File: src/rtl/instr_fetch_unit.sv
// Fetch stage: owns the PC, issues one instruction-memory read per instruction, holds it until commit.
// Optional build macro MISALIGN_TRAP_EN: a misaligned redirect traps (sticky misalign, fetch halts).
//
//   state   | meaning
//   --------+-------------------------------------------------------------
//   S_FETCH | request pc from memory, held until the memory accepts it
//   S_WAIT  | request accepted, waiting for the response pulse
//   S_ISSUE | instruction presented to the decoder, waiting for commit
//   S_HALT  | fetch stopped by ecall (or a misalign trap), left only via reset
module instr_fetch_unit #(
  parameter logic [31:0] RESET_PC = 32'h0000_0000
) (
  input  logic        clk,
  input  logic        reset_n,
  output logic        imem_req_valid,
  input  logic        imem_req_ready,
  output logic [31:0] imem_req_addr,
  input  logic        imem_resp_valid,
  input  logic [31:0] imem_resp_data,
  output logic        inst_valid,
  output logic [31:0] inst,
  output logic [31:0] pc,
  input  logic        commit,
  input  logic        redirect_en,
  input  logic [31:0] redirect_pc,
  input  logic        halt_req,
  output logic        halted,
  output logic        misalign
);

  localparam logic [31:0] NOP = 32'h0000_0013;

  typedef enum logic [1:0] {
    S_FETCH = 2'd0,
    S_WAIT  = 2'd1,
    S_ISSUE = 2'd2,
    S_HALT  = 2'd3
  } state_t;

  state_t      state_q, state_d;
  logic [31:0] pc_q, pc_d;
  logic [31:0] inst_q, inst_d;
  logic        inst_valid_q, inst_valid_d;
`ifdef MISALIGN_TRAP_EN
  logic        misalign_q, misalign_d;
`endif

  always_ff @(posedge clk or negedge reset_n) begin
    if (!reset_n) begin
      state_q      <= S_FETCH;
      pc_q         <= RESET_PC;
      inst_q       <= NOP;
      inst_valid_q <= 1'b0;
`ifdef MISALIGN_TRAP_EN
      misalign_q   <= 1'b0;
`endif
    end else begin
      state_q      <= state_d;
      pc_q         <= pc_d;
      inst_q       <= inst_d;
      inst_valid_q <= inst_valid_d;
`ifdef MISALIGN_TRAP_EN
      misalign_q   <= misalign_d;
`endif
    end
  end

  always_comb begin
    logic trap;
    state_d      = state_q;
    pc_d         = pc_q;
    inst_d       = inst_q;
    inst_valid_d = inst_valid_q;
    trap         = 1'b0;
`ifdef MISALIGN_TRAP_EN
    misalign_d   = misalign_q;
`endif

    unique case (state_q)
      S_FETCH: begin
        if (imem_req_ready) state_d = S_WAIT;
      end
      S_WAIT: begin
        if (imem_resp_valid) begin
          inst_d       = imem_resp_data;
          inst_valid_d = 1'b1;
          state_d      = S_ISSUE;
        end
      end
      S_ISSUE: begin
        if (commit) begin
          inst_valid_d = 1'b0;
          if (redirect_en) begin
`ifdef MISALIGN_TRAP_EN
            pc_d = redirect_pc;
            if (redirect_pc[1:0] != 2'b00) begin
              trap       = 1'b1;
              misalign_d = 1'b1;
            end
`else
            // Low bits are dropped so fetch always stays word aligned.
            pc_d = redirect_pc & 32'hFFFF_FFFC;
`endif
          end else begin
            pc_d = pc_q + 32'd4;
          end
          state_d = (halt_req || trap) ? S_HALT : S_FETCH;
        end
      end
      S_HALT: begin
        state_d = S_HALT;
      end
      default: begin
        state_d = S_FETCH;
      end
    endcase
  end

  // Gated with reset_n so no request escapes while reset is held.
  assign imem_req_valid = (state_q == S_FETCH) && reset_n;
  assign imem_req_addr  = pc_q;
  assign inst_valid     = inst_valid_q;
  assign inst           = inst_q;
  assign pc             = pc_q;
  assign halted         = (state_q == S_HALT);
`ifdef MISALIGN_TRAP_EN
  assign misalign       = misalign_q;
`else
  assign misalign       = 1'b0;
`endif

endmodule

File: config.mk
export PLATFORM = sky130hd
export DESIGN_NAME = instr_fetch_unit
export DESIGN_NICKNAME = d
export VERILOG_FILES = /design/src/rtl/instr_fetch_unit.sv
export SDC_FILE = /design/constraint.sdc
export NUM_CORES = 1
export LEC_CHECK = 0
export ABC_AREA = 0
export BUFFER_PORTS_ARGS = -buffer_cell sky130_fd_sc_hd__buf_2
export CORE_ASPECT_RATIO = 0.75
export CORE_UTILIZATION = 45
export CTS_CLUSTER_SIZE = 8
export DETAILED_ROUTE_END_ITERATION = 12
export PLACE_DENSITY = 0.78
export SLEW_MARGIN = 20
export SYNTH_ARGS = -nofsm -noshare
export SYNTH_HDL_FRONTEND = slang
export SYNTH_SLANG_ARGS = --single-unit
File: constraint.sdc
create_clock -name clk -period 2.1 [get_ports clk]
set_input_delay 0.42 -clock clk [delete_from_list [all_inputs] [get_ports clk]]
set_output_delay 0.42 -clock clk [all_outputs]
set_load 0.02 [all_outputs]
* Word-level counts from Yosys, hierarchy flattened
Index checks and enable logic that the tools add are counted.
Widths: inputs -> output; s select.
** Storage, ports and cells
- Register bits after elaboration :: 67
- Bits of input ports :: 71
- Logic and storage cells :: 27
** Cells by class
- $add $sub $neg :: 1
- Eq/ne operators :: 6
- Mux-type cells :: 9
- Reduce and logical (&&, ||, !) cells :: 7
** Operators with widths (number)
- $add 32x3->32 const B :: 1
- $mux 32 :: 1
- $mux 2 :: 4
- $pmux 2 s4 :: 1
- $ne 2x2->1 const B :: 3
- $reduce_and 3->1 :: 2
- $eq 2x2->1 const B :: 2
- $reduce_and 2->1 :: 2
- $eq 2x1->1 const B :: 1
- $logic_not 2->1 :: 1
- $mux 1 :: 2
- $pmux 1 s2 :: 1
- $reduce_bool 2->1 :: 1
- $logic_and 1x1->1 :: 1

* Logic depth before layout (Yosys ltp)
Gate-level depths: netlist of the first run.
- Word-level depth :: 3
- Depth in mapped cells :: 7

* Worst setup path after synthesis of the first run
OpenSTA, ideal clock, no wires.
- Kind :: register -> register
- Start :: register pc_q[2], in the netlist imem_req_addr[2]
- End :: register pc_q[20], in the netlist imem_req_addr[20]
- Library setup time :: 0.080 ns
- Arrival :: 1.789 ns
- Slack :: 0.232 ns
- Cell stages (with the launch flop) :: 8
- Cell sequence :: dfrtp_1 -> ha_1 -> nand4_1 -> nor4_2 -> buf_2 -> nand3_1 -> a21oi_1 -> a2bb2oi_1
** On the way
- Cells in the longest elaborated chain, start to end :: 2
** RTL lines
- from (decl) :: RTL line 41 : logic [31:0] pc_q, pc_d;
- from (signal assigned) :: RTL line 59 : pc_q <= pc_d;
- $add 32x3->32 :: RTL line 105 : pc_d = pc_q + 32'd4;
- $mux 32 :: RTL line 93 : if (redirect_en) begin
Every way passes these cells.
A chain may end at the register's enable or synchronous reset.

* Final worst setup path of the first run
- Start :: register pc_q[2], in the netlist imem_req_addr[2]
- End :: register pc_q[18], in the netlist imem_req_addr[18]
The elaborated chain is that of the path after synthesis.

==> results of run 1 <==
[how the worst min path moves through the flow]
| stage | from | endpoint | slack [ns] | depth (start not counted) |
|---|---|---|---|---|
| 5_1_grt | imem_resp_data[16] | inst[16] | 0.29 | 2 |
| 6_report | imem_resp_data[31] | inst[31] | 0.31 | 2 |
| 3_3_place_gp | inst_valid | inst_valid | 0.46 | 2 |
| 4_1_cts | imem_resp_data[31] | inst[31] | 0.30 | 2 |
| 3_5_place_dp | inst_valid | inst_valid | 0.48 | 2 |
| 2_1_floorplan | reset_n | imem_req_addr[10] | 0.12 | 0 |
[worst register-to-register path, cell delays in order, from the launching register on]
cell	delay (ns)
dfrtp_1	0.36
ha_1	0.25
nand4_1	0.26
nor4_2	0.34
buf_4	0.24
nand3_1	0.09
a21oi_1	0.18
a2bb2oi_1	0.18
[power groups by stage]
stage                     registers (mW)  logic [mW]  clock network [mW]
after CTS                           2.32        2.50                1.20
after detailed placement            2.34        2.50                   0
after floorplan                     2.91        1.14                   0
final                               2.32        2.48                1.17
after global placement              2.29        2.44                   0
after global routing                2.41        2.64                1.26
[cell type report]
| cell class | instances | area [µm²] |
|---|---|---|
| flip-flops and latches | 65 | 1630 |
| clock inverters | 5 | 80.1 |
| clock buffers | 11 | 141 |
| multi-input cells | 244 | 1580 |
| well taps | 101 | 126 |
| inverters | 8 | 30.0 |
| fillers | 676 | 2960 |
| repair buffers | 181 | 951 |
[state kept, by name, indices dropped and copies added, names as in the netlist]
register	count
imem_req_addr	30
state_q	2
inst_valid	1
inst	32
[cell usage in the layout (no fill, tap or decap), types with 6 or more instances in the layout]
cell type and n:
dfrtp_1 62, mux2_2 32, clkbuf_8 10, o21ai_0 24
a21oi_1 27, nor3_1 8, buf_4 18, nand3_1 21
buf_2 163, inv_1 8, nand2_1 26, nand4_1 9
nor4_1 6, nor2_1 22
[per-layer routing]
metal | vias to the layer above | global-route usage, %
met5 | - | 0
met4 | 0 | 6.48
met3 | 9 | 4.60
met2 | 130 | 36.4
met1 | 1606 | 33.1
li1 | 1588 | -
[kinds of logic (layout without fill, tap and decap cells)]
| logic type | count (synthesis) | count (layout) |
|---|---|---|
| AO/OA/AOI/OAI | 89 | 89 |
| adder cells (fa/ha/maj) | 1 | 1 |
| buffers and inverters | 64 | 205 |
| flip-flops | 65 | 65 |
| multiplexers | 34 | 34 |
| other | 1 | 5 |
| AND/OR/NAND/NOR | 115 | 115 |
[stage by stage]
stage | util [%] | setup slack [ns] | instances
after floorplan | - | 0.232 | 373
after global placement | 57.5 | 0.276 | 599
after detailed placement | 57.5 | 0.200 | 599
after CTS | 60.5 | 0.161 | 615
after global routing | 60.5 | 0.0195 | 615
final | 60.5 | 0.124 | 615
==> results.md, run 1 <==
- Hold buffers post-CTS: 0
- Gate count after technology mapping: 369
- Area contributors post-synth: dfrtp_1 43%, mux2_2 10%, buf_4 7.4%, a21oi_1 3.8%, o21ai_0 3.4%
- Simple-gate share of the synthesized area: 17.1%
- Leading area contributor after synthesis: dfrtp_1
- GP Congestion: 0.851
- Final Hold Viols: 0
- Worst hold slack: 0.311 ns
- Pleak: 2.22 nW
- Ys Warns: 0
- Reg-to-Reg Start: imem_req_addr[2]
- Adder-Cell Fraction of Synth Area: 0.351%
- Core area: 7500 µm²
- Synth top area share: 43.5%
- Initial Utilization: 47.6%
- Status: completed
- Max_slew headroom: 45.3%
- Syn avg cell area: 9.67 µm²
- Part of the power in combinational logic: 41.4%
- Final Skew: 0.00502 ns
- H-Tree Depth: 3
- Full die area: 8290 µm²
- Worst vdd ir: 0.000687 V
- Clock share of power: 19.7%
- Max-slew violation count: 0
- Cell internal pwr: 3.43 mW
- Sequential Power Share: 38.9%
- CTS tree: done
- Synth Register Bits: 65
- Final HPWL DP: 7180 µm
- Placed cell area: 4320 µm²
- Critical path capture point type: register
- Iter 0 DRT Violations: 227
- Final instance area: 4540 µm²
- Root Buffer: clkbuf_8
- Number of global-route vias before repair: 2,988
- CP max stage delay: 0.36 ns
- Crit path to: imem_req_addr[18]
- Longest Clk Path Bufs: 2
- # Post-CTS Setup Buffers: 0
- Tot Pwr: 5.97 mW
- Setup crit start kind: register
- Post-synth top flop: dfrtp_1
- Top Metal Used: met4
- I/O pins: 171
- First-pass GRT wire length: 15,100 µm
- Post-synth top cells: 62 x dfrtp_1, 35 x buf_4, 32 x mux2_2
- Clock Latency Late Sink: 0.33 ns
- Worst Setup SP: imem_req_addr[2]
- IO buf count: 163
- WP depth: 7
- Reg2reg setup slack: 0.12 ns
- Row cnt: 27
- CP Data Arrival Time: 2.23 ns
- Reg2reg path depth: 7
- Slowest CP cell: dfrtp_1
- Mux share of post-synthesis cell area: 10.7%
- Hold Path Class: in2reg
- CTS Sinks: 65
- Largest family of logic cells by synthesized area: simple AND/OR/NAND/NOR gates
- Worst-path clk slew: 0.07 ns
- Final setup vio count: 0
- WP buf/inv: 1
- Number of buffers created by CTS: 9
- Area Overhead vs Synth: 27.2%
- Post-CTS sizing: 0
- Family with the most delay on the worst path: simple AND/OR/NAND/NOR gates
- Worst slew pin tran: 0.820 ns
- XOR/XNOR Fraction of Synth Area: 0%
- Antenna Cells: 0
- Global route total overflow: 0
- Share of cells above drive strength 1: 46.5%
- Routed Antenna Nets: 0
- Worst r2r dst: imem_req_addr[18]
- Total track usage: 23.3%
- Worst Path Required: 2.35 ns
- Sequential-to-total area share from yosys stat: 45.7%
- M1 WL: 4370 µm
- Largest net degree at the start of global routing: 66
- Ys async rst share: 100%
- Synth Area in Compound Gates: 15.6%
- Drt first pass iters: 4
- CP Class: reg2reg
- CP cell instances: ha_1 > nand4_1 > nor4_2 > buf_4 > nand3_1 > a21oi_1 > a2bb2oi_1
- Drt wl/cell: 15.7 µm
- Pwr per Cell Area: 1320 nW/µm²
- Cell with the most instances after synthesis: dfrtp_1
- CP max FO: 8
- RSZ-0062 raised after global routing: false
- DRC: 0
- Max Clock Freq: 0.506 GHz
- Die X: 105 µm
- Met3 WL post-DR: 559 µm
- Total Wirelength: 9670 µm
- Sw Ratio: 42.6%
- Synth unique cells: 49
- WL met2: 4640 µm
- Minimum clock period: 1.98 ns
- MaxCap Viol Count: 0
- Drt via density: 5.42
- Number of enable flip-flop cells after synthesis: 0
- Vias: 3,333
- Final Cycle Share: 94.1%
- Die height: 79.1 µm
- Switching component of the power: 2.55 mW
- Nets: 581
- Initial antenna violation count: 0
- Synthesized area: 3570 µm²
- Setup TNS: 0 ns
No activity file was read; power rests on OpenSTA's default activity.
==> inputs of run 2 (changes only) <==
--- a/config.mk
+++ b/config.mk
@@ -6,12 +6,15 @@
 export NUM_CORES = 1
 export LEC_CHECK = 0
 export ABC_AREA = 0
+export ABC_CLOCK_PERIOD_IN_PS = 2100
 export BUFFER_PORTS_ARGS = -buffer_cell sky130_fd_sc_hd__buf_2
+export CELL_PAD_IN_SITES_DETAIL_PLACEMENT = 0
+export CELL_PAD_IN_SITES_GLOBAL_PLACEMENT = 2
 export CORE_ASPECT_RATIO = 0.75
-export CORE_UTILIZATION = 45
+export CORE_UTILIZATION = 26
 export CTS_CLUSTER_SIZE = 8
 export DETAILED_ROUTE_END_ITERATION = 12
-export PLACE_DENSITY = 0.78
+export PLACE_DENSITY_LB_ADDON = 0.1
 export SLEW_MARGIN = 20
 export SYNTH_ARGS = -nofsm -noshare
 export SYNTH_HDL_FRONTEND = slang
==> results.md, run 2 (synthesis gave the netlist of run 1 again) <==
- Status: completed
- Placed cell area: 4470 µm² (+3.5%)
- Full die area: 14,200 µm² (+71%)
- Hold buffers post-CTS: 0 (unchanged)
- Pwr per Cell Area: 1340 nW/µm² (+1.7%)
- Final Skew: 0.00558 ns (+0.000556 ns)
- Drt via density: 4.70 (-13%)
- CTS Sinks: 65 (unchanged)
- Row cnt: 36 (+33%)
- Setup crit start kind: register
- Part of the power in combinational logic: 38.8% (-2.6 points)
- Vias: 3,255 (-2.3%)
- Global route total overflow: 0 (unchanged)
- Drt first pass iters: 4 (unchanged)
- CP Data Arrival Time: 2.21 ns (-0.02 ns)
- IO buf count: 163 (unchanged)
- Max_slew headroom: 40.2% (-5.1 points)
- Worst-path clk slew: 0.06 ns (about the same)
- Final Hold Viols: 0 (unchanged)
- # Post-CTS Setup Buffers: 0 (unchanged)
- Switching component of the power: 2.62 mW (+2.8%)
- H-Tree Depth: 3 (unchanged)
- Number of global-route vias before repair: 2,998 (+0.33%)
- Initial antenna violation count: 1 (+1)
- Root Buffer: clkbuf_16
- Longest Clk Path Bufs: 2 (unchanged)
- CTS tree: done
- Post-CTS sizing: 0 (unchanged)
- Die height: 103 µm (+31%)
- First-pass GRT wire length: 16,500 µm (+9.6%)
- Final setup vio count: 0 (unchanged)
- Cell internal pwr: 3.80 mW (+11%)
- Final Cycle Share: 94.7% (+0.66 points)
- I/O pins: 171 (unchanged)
- RSZ-0062 raised after global routing: false
- Setup TNS: 0 ns (unchanged)
- Final HPWL DP: 7840 µm (+9.3%)
- Nets: 588 (+1.2%)
- Initial Utilization: 27.0% (-21 points)
- Total Wirelength: 10,800 µm (+12%)
- Iter 0 DRT Violations: 161 (-29%)
- Total track usage: 15.5% (-7.8 points)
- Final instance area: 4790 µm² (+5.6%)
- Routed Antenna Nets: 0 (unchanged)
- CP Class: reg2reg
- DRC: 0 (unchanged)
- Largest net degree at the start of global routing: 66 (unchanged)
- Max FFs per register: 32 (unchanged)
- GP Congestion: 0.738 (-13%)
- Share of cells above drive strength 1: 47.2% (+0.72 points)
- CP max FO: 12 (+4)
- Worst slew pin tran: 0.897 ns (+0.0762 ns)
- Hold Path Class: in2reg
- Worst vdd ir: 0.000612 V (-11%)
- Number of buffers created by CTS: 9 (unchanged)
- Critical path capture point type: register
- Die X: 137 µm (+31%)
- Max-slew violation count: 0 (unchanged)
- Sequential Power Share: 35.7% (-3.2 points)
- MaxCap Viol Count: 0 (unchanged)
- Worst hold slack: 0.320 ns (+0.00916 ns)
- Commonest non-fill, non-tap cell in the layout: buf_2
- Pleak: 2.31 nW (+3.8%)
- Clock Latency Late Sink: 0.33 ns (about the same)
- Core area: 13,200 µm² (+76%)
- Minimum clock period: 1.99 ns (+0.0139 ns)
- Clock share of power: 25.5% (+5.8 points)
- Drt wl/cell: 15.6 µm (-0.76%)
- Worst Path Required: 2.32 ns (-0.03 ns)
- Area Overhead vs Synth: 34.3%
- Sw Ratio: 40.8% (-1.9 points)
- Max Clock Freq: 0.503 GHz (-0.70%)
- Most frequent cells in the layout: 163 x buf_2, 62 x dfrtp_1, 32 x mux2_2, 27 x a21oi_1, 26 x nand2_1
==> run 2: final cells by class <==
| class | count | area (µm²) |
|---|---|---|
| sequential | 65 | 1630 |
| fill | 1383 | 8410 |
| multi-input combinational | 244 | 1580 |
| clock buffer | 10 | 229 |
| timing repair buffer | 188 | 1020 |
| tap | 171 | 214 |
| antenna | 1 | 2.50 |
| inverter | 8 | 30.0 |
| clock inverter | 6 | 92.6 |
==> run 2: worst max-delay path, cell delays in order (launching register included) <==
cell and delay, ns:
dfrtp_1 0.45, ha_1 0.21, nand4_1 0.23, nor4_2 0.21
buf_4 0.24, nand2_1 0.16, o22a_1 0.22, o21a_1 0.16
==> run 2: stage by stage <==
| step | setup WS, ns | total power, mW | std cells | utilization (%) |
|---|---|---|---|---|
| finish | 0.110 | 6.42 | 693 | 36.3 |
| global route | 0.00276 | 6.87 | 692 | 36.3 |
| CTS | 0.115 | 6.53 | 692 | 36.3 |
| detailed placement | 0.127 | 4.84 | 676 | 33.9 |
| global placement | 0.154 | 4.81 | 676 | 33.9 |
| floorplan | 0.232 | 4.05 | 373 | - |
==> run 2: final timing paths <==
check | startpoint | end | slack (ns) | depth (start not counted)
max in group asynchronous | reset_n | inst[25] | 1.12 | 2
max | imem_req_addr[3] | imem_req_addr[26] | 0.11 | 7
min in group asynchronous | reset_n | imem_req_addr[7] | 0.39 | 2
min | imem_resp_data[3] | inst[3] | 0.32 | 2
min reg2reg | inst_valid | inst_valid | 0.49 | 2
max reg2reg | imem_req_addr[3] | imem_req_addr[26] | 0.11 | 7
==> run 2: power by group through the flow <==
stage / registers [mW] / logic, mW / clock network, mW
after floorplan: 2.91 / 1.14 / 0
after global placement: 2.29 / 2.51 / 0
after detailed placement: 2.32 / 2.52 / 0
after CTS: 2.31 / 2.52 / 1.70
after global routing: 2.40 / 2.72 / 1.75
final: 2.29 / 2.49 / 1.64
==> run 2: per-layer routing <==
layer  vias to the layer above  track usage (%)  wire length [µm]
met5                         -                0                 0
met4                         0             3.55                68
met3                         6             4.34               603
met2                       108             23.7              4790
met1                      1536             21.7              5350
li1                       1605                -                 -
